File: src/rtl/mux_rr_arbiter.sv
// Eight-way round-robin arbiter that lets one requester hold the output for a burst.
// The winning 8-bit word is captured into a registered output stage with a valid/ready handshake.
module mux_rr_arbiter #(
  parameter int BURST = 4
) (
  input  logic       Clock,
  input  logic       Reset,
  input  logic [7:0] I0,
  input  logic [7:0] I1,
  input  logic [7:0] I2,
  input  logic [7:0] I3,
  input  logic [7:0] I4,
  input  logic [7:0] I5,
  input  logic [7:0] I6,
  input  logic [7:0] I7,
  input  logic [7:0] Req,
  input  logic       Ready,
  output logic [7:0] Grant,
  output logic [7:0] y,
  output logic [2:0] Sel,
  output logic       Valid
);

  localparam int DATA_W = 8;
  localparam logic [3:0] BURST_LIM = 4'(BURST);

  typedef enum logic {ST_IDLE, ST_BURST} state_t;

  state_t            state_q, state_d;
  logic [2:0]        ptr_q, ptr_d;
  logic [2:0]        owner_q, owner_d;
  logic [3:0]        cnt_q, cnt_d;
  logic [DATA_W-1:0] y_q, y_d;
  logic [2:0]        sel_q, sel_d;
  logic              valid_q, valid_d;

  logic [DATA_W-1:0] word [8];
  logic              load;
  logic              cont;
  logic [2:0]        winner;

  assign word[0] = I0;
  assign word[1] = I1;
  assign word[2] = I2;
  assign word[3] = I3;
  assign word[4] = I4;
  assign word[5] = I5;
  assign word[6] = I6;
  assign word[7] = I7;

  // First requesting index at or after start, wrapping 7 -> 0.
  function automatic logic [2:0] rr_pick(input logic [7:0] req, input logic [2:0] start);
    logic [2:0] idx;
    logic       found;
    rr_pick = start;
    found   = 1'b0;
    for (int k = 0; k < 8; k++) begin
      idx = start + 3'(k);
      if (!found && req[idx]) begin
        rr_pick = idx;
        found   = 1'b1;
      end
    end
  endfunction

  always_comb begin
    load   = (!valid_q || Ready) && (Req != 8'h00) && !Reset;
    cont   = (state_q == ST_BURST) && Req[owner_q] && (cnt_q < BURST_LIM);
    winner = cont ? owner_q : rr_pick(Req, ptr_q);
    Grant  = load ? (8'h01 << winner) : 8'h00;
  end

  always_comb begin
    state_d = state_q;
    ptr_d   = ptr_q;
    owner_d = owner_q;
    cnt_d   = cnt_q;
    y_d     = y_q;
    sel_d   = sel_q;
    valid_d = valid_q;
    if (load) begin
      ptr_d   = winner + 3'd1;
      y_d     = word[winner];
      sel_d   = winner;
      valid_d = 1'b1;
      if (cont) begin
        cnt_d = cnt_q + 4'd1;
      end else begin
        owner_d = winner;
        cnt_d   = 4'd1;
        state_d = (BURST > 1) ? ST_BURST : ST_IDLE;
      end
    end else begin
      if (valid_q && Ready) valid_d = 1'b0;
      // Owner let go while nothing was loaded: its burst is over.
      if ((state_q == ST_BURST) && !Req[owner_q]) state_d = ST_IDLE;
    end
  end

  always_ff @(posedge Clock) begin
    if (Reset) begin
      state_q <= ST_IDLE;
      ptr_q   <= 3'd0;
      owner_q <= 3'd0;
      cnt_q   <= 4'd0;
      y_q     <= '0;
      sel_q   <= 3'd0;
      valid_q <= 1'b0;
    end else begin
      state_q <= state_d;
      ptr_q   <= ptr_d;
      owner_q <= owner_d;
      cnt_q   <= cnt_d;
      y_q     <= y_d;
      sel_q   <= sel_d;
      valid_q <= valid_d;
    end
  end

  assign y     = y_q;
  assign Sel   = sel_q;
  assign Valid = valid_q;

endmodule
File: config.mk
export PLATFORM = sky130hd
export DESIGN_NAME = mux_rr_arbiter
export DESIGN_NICKNAME = d
export VERILOG_FILES = /design/src/rtl/mux_rr_arbiter.sv
export SDC_FILE = /design/constraint.sdc
export NUM_CORES = 1
export LEC_CHECK = 0
export CORE_ASPECT_RATIO = 0.6
export CORE_MARGIN = 1.5
export CORE_UTILIZATION = 49
export DETAILED_ROUTE_END_ITERATION = 8
export MAX_ROUTING_LAYER = met4
export PLACE_DENSITY = 0.85
export SYNTH_ARGS = -nofsm -noshare
export SYNTH_HDL_FRONTEND = slang
export SYNTH_SLANG_ARGS = --single-unit
File: constraint.sdc
create_clock -name Clock -period 10.9 [get_ports Clock]
set_input_delay 1.09 -clock Clock [delete_from_list [all_inputs] [get_ports Clock]]
set_output_delay 1.09 -clock Clock [all_outputs]
set_load 0.02 [all_outputs]
After elaboration in Yosys (flattened, before gate mapping):

Index checks and enable logic that the tools add are counted.

* bitwise logic cells: 2
* reduce and logical (&&, ||, !) cells: 29
* multiplexer cells: 43
* shift operators: 1
* order comparisons: 11
* add/sub/neg operators: 9
* equal/unequal tests: 1

Operator list (count)
* $lt A3 B4 Y1 const B: 9
* $bmux W1 S3: 9
* $bmux W8 S3: 1
* $mux W3: 8
* $mux W8: 3
* $mux W1: 21
* $logic_and A1 B1 Y1: 13
* $add A3 B3 Y3 const B: 4
* $logic_not A1 Y1: 10
* $reduce_bool A8 Y1: 1
* $shl A1 B3 Y8 const A: 1
* $add A3 B1 Y3 const B: 2
* $add A3 B2 Y3 const B: 2
* $add A4 B1 Y4 const B: 1
* $ge A4 B4 Y1 const B: 1
* $lt A4 B3 Y1 const B: 1
* $mux W4: 1
* $not A3 Y4: 1
* $reduce_and A2 Y1: 2
* $reduce_bool A2 Y1: 2
* $ne A2 B2 Y1 const B: 1
* $logic_or A1 B1 Y1: 1
* $not A1 Y1: 1

* input port bits: 75
* flip-flop bits (word level): 23

Logic depth before layout (Yosys ltp):

Gate-level depths: netlist of the first run.

* depth after elaboration: 29
* mapped depth: 17
* gate-level depth less buffers: 12

Least setup slack after synthesis of the first run:

No wires, ideal clock.

* kind: reg-to-output
* start point: register ptr_q[0]
* end point: output port Grant[7]
* arrival time: 3734 ps
* cell stages (with the launch flop): 17
* path slack: 6076 ps
* cell sequence: dfxtp_1 buf_6 buf_4 inv_2 ha_1 buf_6 mux4_2 mux2i_4 o21ai_1 a31oi_2 mux2i_1 o21ba_1 clkbuf_2 buf_2 nor2_1 ha_1 and2_1

* cells in the longest elaborated chain, start to end: 27
* elaborated cells on any way between the ends: 54

Ends and longest elaborated chain
* start: declaration: RTL line 30 `logic [2:0] ptr_q, ptr_d;`
* start signal: assignment: RTL line 111 `ptr_q <= ptr_d;`
* parallel branches: the longest is 23 deep, another holds $add A3 B1 Y3
* $mux W3 *: RTL line 59 `if (!found && req[idx]) begin`
* $mux W3 *: RTL line 69 `winner = cont ? owner_q : rr_pick(Req, ptr_q);`
* $shl A1 B3 Y8 *: RTL line 70 `Grant = load ? (8'h01 << winner) : 8'h00;`
* $mux W8 *: RTL line 70
* end: declaration: RTL line 18 `output logic [7:0] Grant,`

Mark *: on every way between the ends. The select of a mux whose other input is x is not followed.

Worst setup path in the final report of the first run:

Same ends and word-level chain as after synthesis.

==> flow_metrics.tcl, run 1 <==
set metrics [dict create \
    swShare 0.4951 \
    grt_usage 0.2762 \
    synth_edf_count 0 \
    post_cts_buffers 0 \
    fin_crit_sh 0.6198 \
    nets 461 \
    cts_made_buffers 3 \
    grt_overflow 0 \
    critical_path_buf_inv_count 3 \
    clkPwrFrac 0.065 \
    outcome "complete, no violations" \
    switchingPower_w 0.0004208 \
    regArea_um2 460.4 \
    p_int_w 0.0004291 \
    die_area_um2 5796 \
    drive_gt1_frac 0.09449 \
    critical_path_class "reg -> out" \
    post-route-util 0.7034 \
    clk_latency_ps 270 \
    synth.most_common_cell "mux2i_1" \
    max_cap_viol_count 0 \
    fin_skew_ps 2.036 \
    num_rows 20 \
    end_kind "output port" \
    critPathTopFamily "multiplexers" \
    cts_sinks 23 \
    drv_slew 0 \
    via_per_inst 6.204 \
    syn2layout_area_growth_pct 37.39 \
    die_h_um 59.58 \
    p_comb_frac 0.766 \
    peakVddDrop_mv 0.1309 \
    synth.distinct_cells 57 \
    multi_input_area_um2 2028 \
    required_ps 9810 \
    startpoint "ptr_q[0]$_SDFFE_PP0P_" \
    setup_ws_ps 4145 \
    p_per_area_nw_per_um2 236.7 \
    reg2reg_setup_slack_ps 5570 \
    worst-path-stages 13 \
    cp_max_fo 30 \
    crit_path_top_delay_cell "dfxtp_1" \
    wl_per_cell_um 17.48 \
    cts_tree "yes" \
    wl_um 7814 \
    tns_ps 0 \
    yosysSeqAreaShare 0.1762 \
    timing.rr.start "ptr_q[0]$_SDFFE_PP0P_" \
    io_pins 95 \
    coreArea_um2 5105 \
    cts_resized 0 \
    gp_congestion 0.9661 \
    grt_max_degree 31 \
    fill_cells 415 \
    finalHoldViolCount 0 \
    avgSynthCellArea_um2 8.713 \
    ff2ff_path_depth 12 \
    clk_path_buf_depth 2 \
    synth_commonest_cells "mux2i_1 (34), nor2_1 (33), dfxtp_1 (23), nand2_1 (23), o21ai_0 (21)" \
    grt_pass1_vias 2341 \
    min-delay-start "cnt_q[3]$_SDFFE_PP0P_" \
    worst_pin_slew_ps 906.3 \
    dpl.hpwl_um 6126 \
    start_util 0.5120 \
    diodes 0 \
    clockRootBuffer "clkbuf_8" \
    rsz0062_at_grt "no" \
    antenna_left 0 \
    min_period_ps 6755 \
    drt-initial-drc-count 179 \
    critPathCapture "Grant[7]" \
    via_count 2773 \
    synth.net_count 379 \
    cp-start-kind "flip-flop" \
    grt_pass1_wl_um 12390 \
    drt_first_pass_iters 5 \
    synth_seq_cells 23 \
    arrival_ps 5670 \
    fmax_mhz 148.0 \
    timing.rr.end "y[0]$_SDFFE_PP0P_" \
    min_path_type "reg -> reg" \
    drc 0 \
    leakage_nw 1.352 \
    synth_ff_type "dfxtp_1" \
    clk_pin_slew_ps 90 \
    crit_chain "inv_2 -> ha_1 -> mux4_2 -> mux2i_1 -> o32ai_1 -> a31oi_2 -> mux2i_1 -> o21ba_1 -> buf_4 -> nor2_1 -> ha_1 -> and2_1 -> clkdlybuf4s50_1" \
    async_reset_ff_frac 0 \
    htreeDepth 1 \
    synth_top_area_cell "dfxtp_1" \
    netlist_area_um2 2614 \
    synth.area.top_cells "dfxtp_1 (18%), mux2i_1 (13%), mux4_2 (12%)" \
    crit_path_max_incr_delay_ps 870 \
    syn_inst 300 \
    setup_viol 0 \
    antenna_found_initial 0 \
    seqPwrFrac 0.169 \
    slew_headroom 0.3950 \
    portBuffers 94 \
    pre_cts_slack_ps 4429 \
    cts_hold_buf 0 \
    synth.top_cell.area_share 0.1762 \
    die_w_um 97.29 \
    ys_warn_count 0 \
]
==> kinds of logic after synthesis <==
family	share of synthesized area
adder cells (fa/ha/maj)	0.01915
buffers and inverters	0.04978
multiplexers	0.2939
AND/OR/NAND/NOR	0.2020
XOR/XNOR	0.02011
AO/OA/AOI/OAI	0.2389
flip-flops	0.1762
==> metrics by stage <==
| step | area (µm²) | power (W) | hold WS [ps] | instances |
|---|---|---|---|---|
| 6_report | 3591 | 0.0008499 | 469.4 | 447 |
| 5_1_grt | 3591 | 0.0009083 | 507.8 | 447 |
| 4_1_cts | 3591 | 0.0008439 | 472.5 | 447 |
| 3_5_place_dp | 3542 | 0.0007846 | 450.3 | 443 |
| 3_3_place_gp | 3542 | 0.0007779 | 445.4 | 443 |
| 2_1_floorplan | 2614 | 0.0006353 | 430.5 | 300 |
==> power by group through the flow <==
stage | combinational (W) | clock (W) | sequential, W
floorplan | 0.000492 | 0 | 0.000143
global placement | 0.000634 | 0 | 0.000144
detailed placement | 0.000639 | 0 | 0.000146
CTS | 0.000643 | 0.0000566 | 0.000144
global route | 0.000700 | 0.0000600 | 0.000149
finish | 0.000651 | 0.0000550 | 0.000144
==> state kept, by name, indices dropped and copies added (netlist names) <==
signal and count:
y 8, cnt_q 4, Sel 3, owner_q 3, ptr_q 3, Valid 1
state_q 1
==> metal layers <==
layer,vias to the layer above,wire (µm),part of all wire,GRT usage
met5,-,0,0,-
met4,0,10,0.0013,0.01837
met3,2,895,0.11,0.07311
met2,148,3264,0.42,0.3816
met1,1295,3643,0.47,0.4156
li1,1328,-,-,-
==> layout by cell type (no fill, tap or decap), types with 7 or more instances in the layout <==
cell             netlist  layout
nand2_1               23      23
clkdlybuf4s50_1        0      94
or3_1                 11      11
a21oi_1                7       7
mux2i_1               34      34
a22o_1                 7       7
dfxtp_1               23      23
nor2_1                33      33
mux4_2                14      14
o22ai_1               11      11
nand2b_1               8       8
o21ai_0               21      21
==> final cells by class <==
class	instances	area share
clock buffer	3	0.01150
clock inverter	1	0.002091
inverter	4	0.004181
multi-input combinational	254	0.5648
sequential	23	0.1282
tap	66	0.02300
timing repair buffer	96	0.2662
==> worst min path at each step <==
stage                                  to  slack (ps)  cells past startpoint
floorplan           cnt_q[3]$_SDFFE_PP0P_         430                      1
CTS                 cnt_q[3]$_SDFFE_PP0P_         470                      1
global route         state_q$_SDFFE_PP0P_         510                      2
global placement    cnt_q[3]$_SDFFE_PP0P_         450                      1
detailed placement  cnt_q[3]$_SDFFE_PP0P_         450                      1
finish              cnt_q[3]$_SDFFE_PP0P_         470                      1
Power figures use the tool's default switching activity.
==> run 2: changes to the inputs <==
CORE_UTILIZATION = 46   (was 49)
PLACE_DENSITY = 0.8   (was 0.85)
clock period = 6.6 ns   (was 10.9 ns; I/O delays follow)
==> flow_metrics.tcl, run 2 (synthesis gave the netlist of run 1 again) <==
set metrics [dict create \
    post_cts_buffers 0 \
    reg2reg_setup_slack_ps 1900 \
    required_ps 5940 \
    crit_path_max_incr_delay_ps 630 \
    portBuffers 94 \
    min_period_ps 5617 \
    via_count 2801 \
    drv_slew 0 \
    seqPwrFrac 0.151 \
    max_cap_viol_count 0 \
    grt_pass1_wl_um 12830 \
    die_area_um2 6158 \
    via_per_inst 6.183 \
    peakVddDrop_mv 0.2172 \
    post-route-util 0.6556 \
    grt_pass1_vias 2461 \
    arrival_ps 4960 \
    cp-start-kind "flip-flop" \
    die_h_um 61.39 \
    dpl.hpwl_um 6644 \
    regArea_um2 460.4 \
    fill_cells 472 \
    coreArea_um2 5518 \
    wl_met3_um 672 \
    die_w_um 100.3 \
    tns_ps 0 \
    swShare 0.4975 \
    diodes 0 \
    clk_path_buf_depth 2 \
    antenna_found_initial 0 \
    clockRootBuffer "clkbuf_8" \
    worst_pin_slew_ps 899.0 \
    htreeDepth 1 \
    fin_crit_sh 0.8511 \
    critical_path_class "reg -> out" \
    clk_pin_slew_ps 90 \
    cts_tree "yes" \
    min_path_type "reg -> reg" \
    min_path_cells 1 \
    rsz0062_at_grt "no" \
    dr_wl_met2_um 3586 \
    antenna_left 0 \
    layout_common_cells "clkdlybuf4s50_1 (94), mux2i_1 (34), nor2_1 (33), dfxtp_1 (23), nand2_1 (23)" \
    setup_viol 0 \
    slew_headroom 0.3998 \
    grt_overflow 0 \
    start_util 0.4737 \
    grt_max_degree 30 \
    io_pins 95 \
    cts_made_buffers 3 \
    top_layer_used "met4" \
    num_rows 21 \
    drc 0 \
    final_common_cell "clkdlybuf4s50_1" \
    fmax_mhz 178.0 \
    gp_congestion 0.9514 \
    clkPwrFrac 0.064 \
    outcome "complete, no violations" \
    nets 464 \
    cts_sinks 23 \
    cts_resized 0 \
    end_kind "output port" \
    cp_max_fo 16 \
    p_comb_frac 0.785 \
    syn2layout_area_growth_pct 38.39 \
    cts_hold_buf 0 \
    wl_um 8410 \
    wl_per_cell_um 18.57 \
    drive_gt1_frac 0.1016 \
    grt_usage 0.2785 \
    crit_chain "buf_4 -> inv_1 -> ha_1 -> mux4_2 -> mux2i_1 -> a32oi_1 -> a311oi_1 -> a41oi_1 -> o31ai_4 -> nand4b_1 -> nor2_1 -> clkdlybuf4s50_1" \
    multi_input_area_um2 2028 \
    leakage_nw 1.367 \
    drt-initial-drc-count 266 \
    fin_skew_ps 1.683 \
    switchingPower_w 0.0007122 \
    ff2ff_path_depth 14 \
    drt_first_pass_iters 4 \
    clk_latency_ps 270 \
    drt-met1-wl_um 4122 \
    largest_register_ffs 8 \
    crit_path_top_delay_cell "mux4_2" \
    fin_area_um2 3617 \
    p_int_w 0.0007194 \
    p_per_area_nw_per_um2 395.8 \
    dpl_cell_area_um2 3568 \
    finalHoldViolCount 0 \
]
run 2: worst max-delay path: cells and delay by family (launching register included):
family	cells	cell delay, ps
DFF	1	310
buffers and inverters	3	970
adders and majority gates	1	590
muxes	2	980
AOI/OAI and AO/OA	4	1140
and+or+nand+nor	2	690
run 2: power groups by stage:
| stage | Sequential [W] | Combinational, W | Clock [W] |
|---|---|---|---|
| after floorplan | 0.000237 | 0.000812 | 0 |
| after global placement | 0.000217 | 0.00108 | 0 |
| after detailed placement | 0.000218 | 0.00110 | 0 |
| after CTS | 0.000215 | 0.00111 | 0.0000949 |
| after global routing | 0.000221 | 0.00120 | 0.0000996 |
| final | 0.000215 | 0.00112 | 0.0000923 |
run 2: path summary, 6_finish.rpt:
| kind | from | end |
|---|---|---|
| min | cnt_q[3]$_SDFFE_PP0P_ | cnt_q[3]$_SDFFE_PP0P_ |
| max | ptr_q[1]$_SDFFE_PP0P_ | Grant[0] |
| min reg2reg | cnt_q[3]$_SDFFE_PP0P_ | cnt_q[3]$_SDFFE_PP0P_ |
| max reg2reg | ptr_q[1]$_SDFFE_PP0P_ | y[4]$_SDFFE_PP0P_ |
run 2: routing by layer:
layer / global-route usage / vias up
met5: - / -
met4: 0.02817 / 0
met3: 0.04767 / 4
met2: 0.3984 / 126
met1: 0.4209 / 1338
li1: - / 1333
run 2: final cells by class:
type                            count  share of cell area
Multi-Input combinational cell    254              0.5607
Timing Repair Buffer               99              0.2705
Sequential cell                    23              0.1273
Tap cell                           69             0.02387
Clock buffer                        3             0.01141
Inverter                            4            0.004151
Clock inverter                      1            0.002075
run 2: through the flow:
| stage | hold WS (ps) | power, W | setup slack, ps | instances |
|---|---|---|---|---|
| 2_1_floorplan | 430.5 | 0.001049 | 2206 | 300 |
| 3_3_place_gp | 446.7 | 0.001301 | 1469 | 449 |
| 3_5_place_dp | 455.6 | 0.001319 | 1372 | 449 |
| 4_1_cts | 479.0 | 0.001416 | 1045 | 453 |
| 5_1_grt | 488.4 | 0.001525 | 615.5 | 453 |
| 6_report | 471.2 | 0.001432 | 982.8 | 453 |
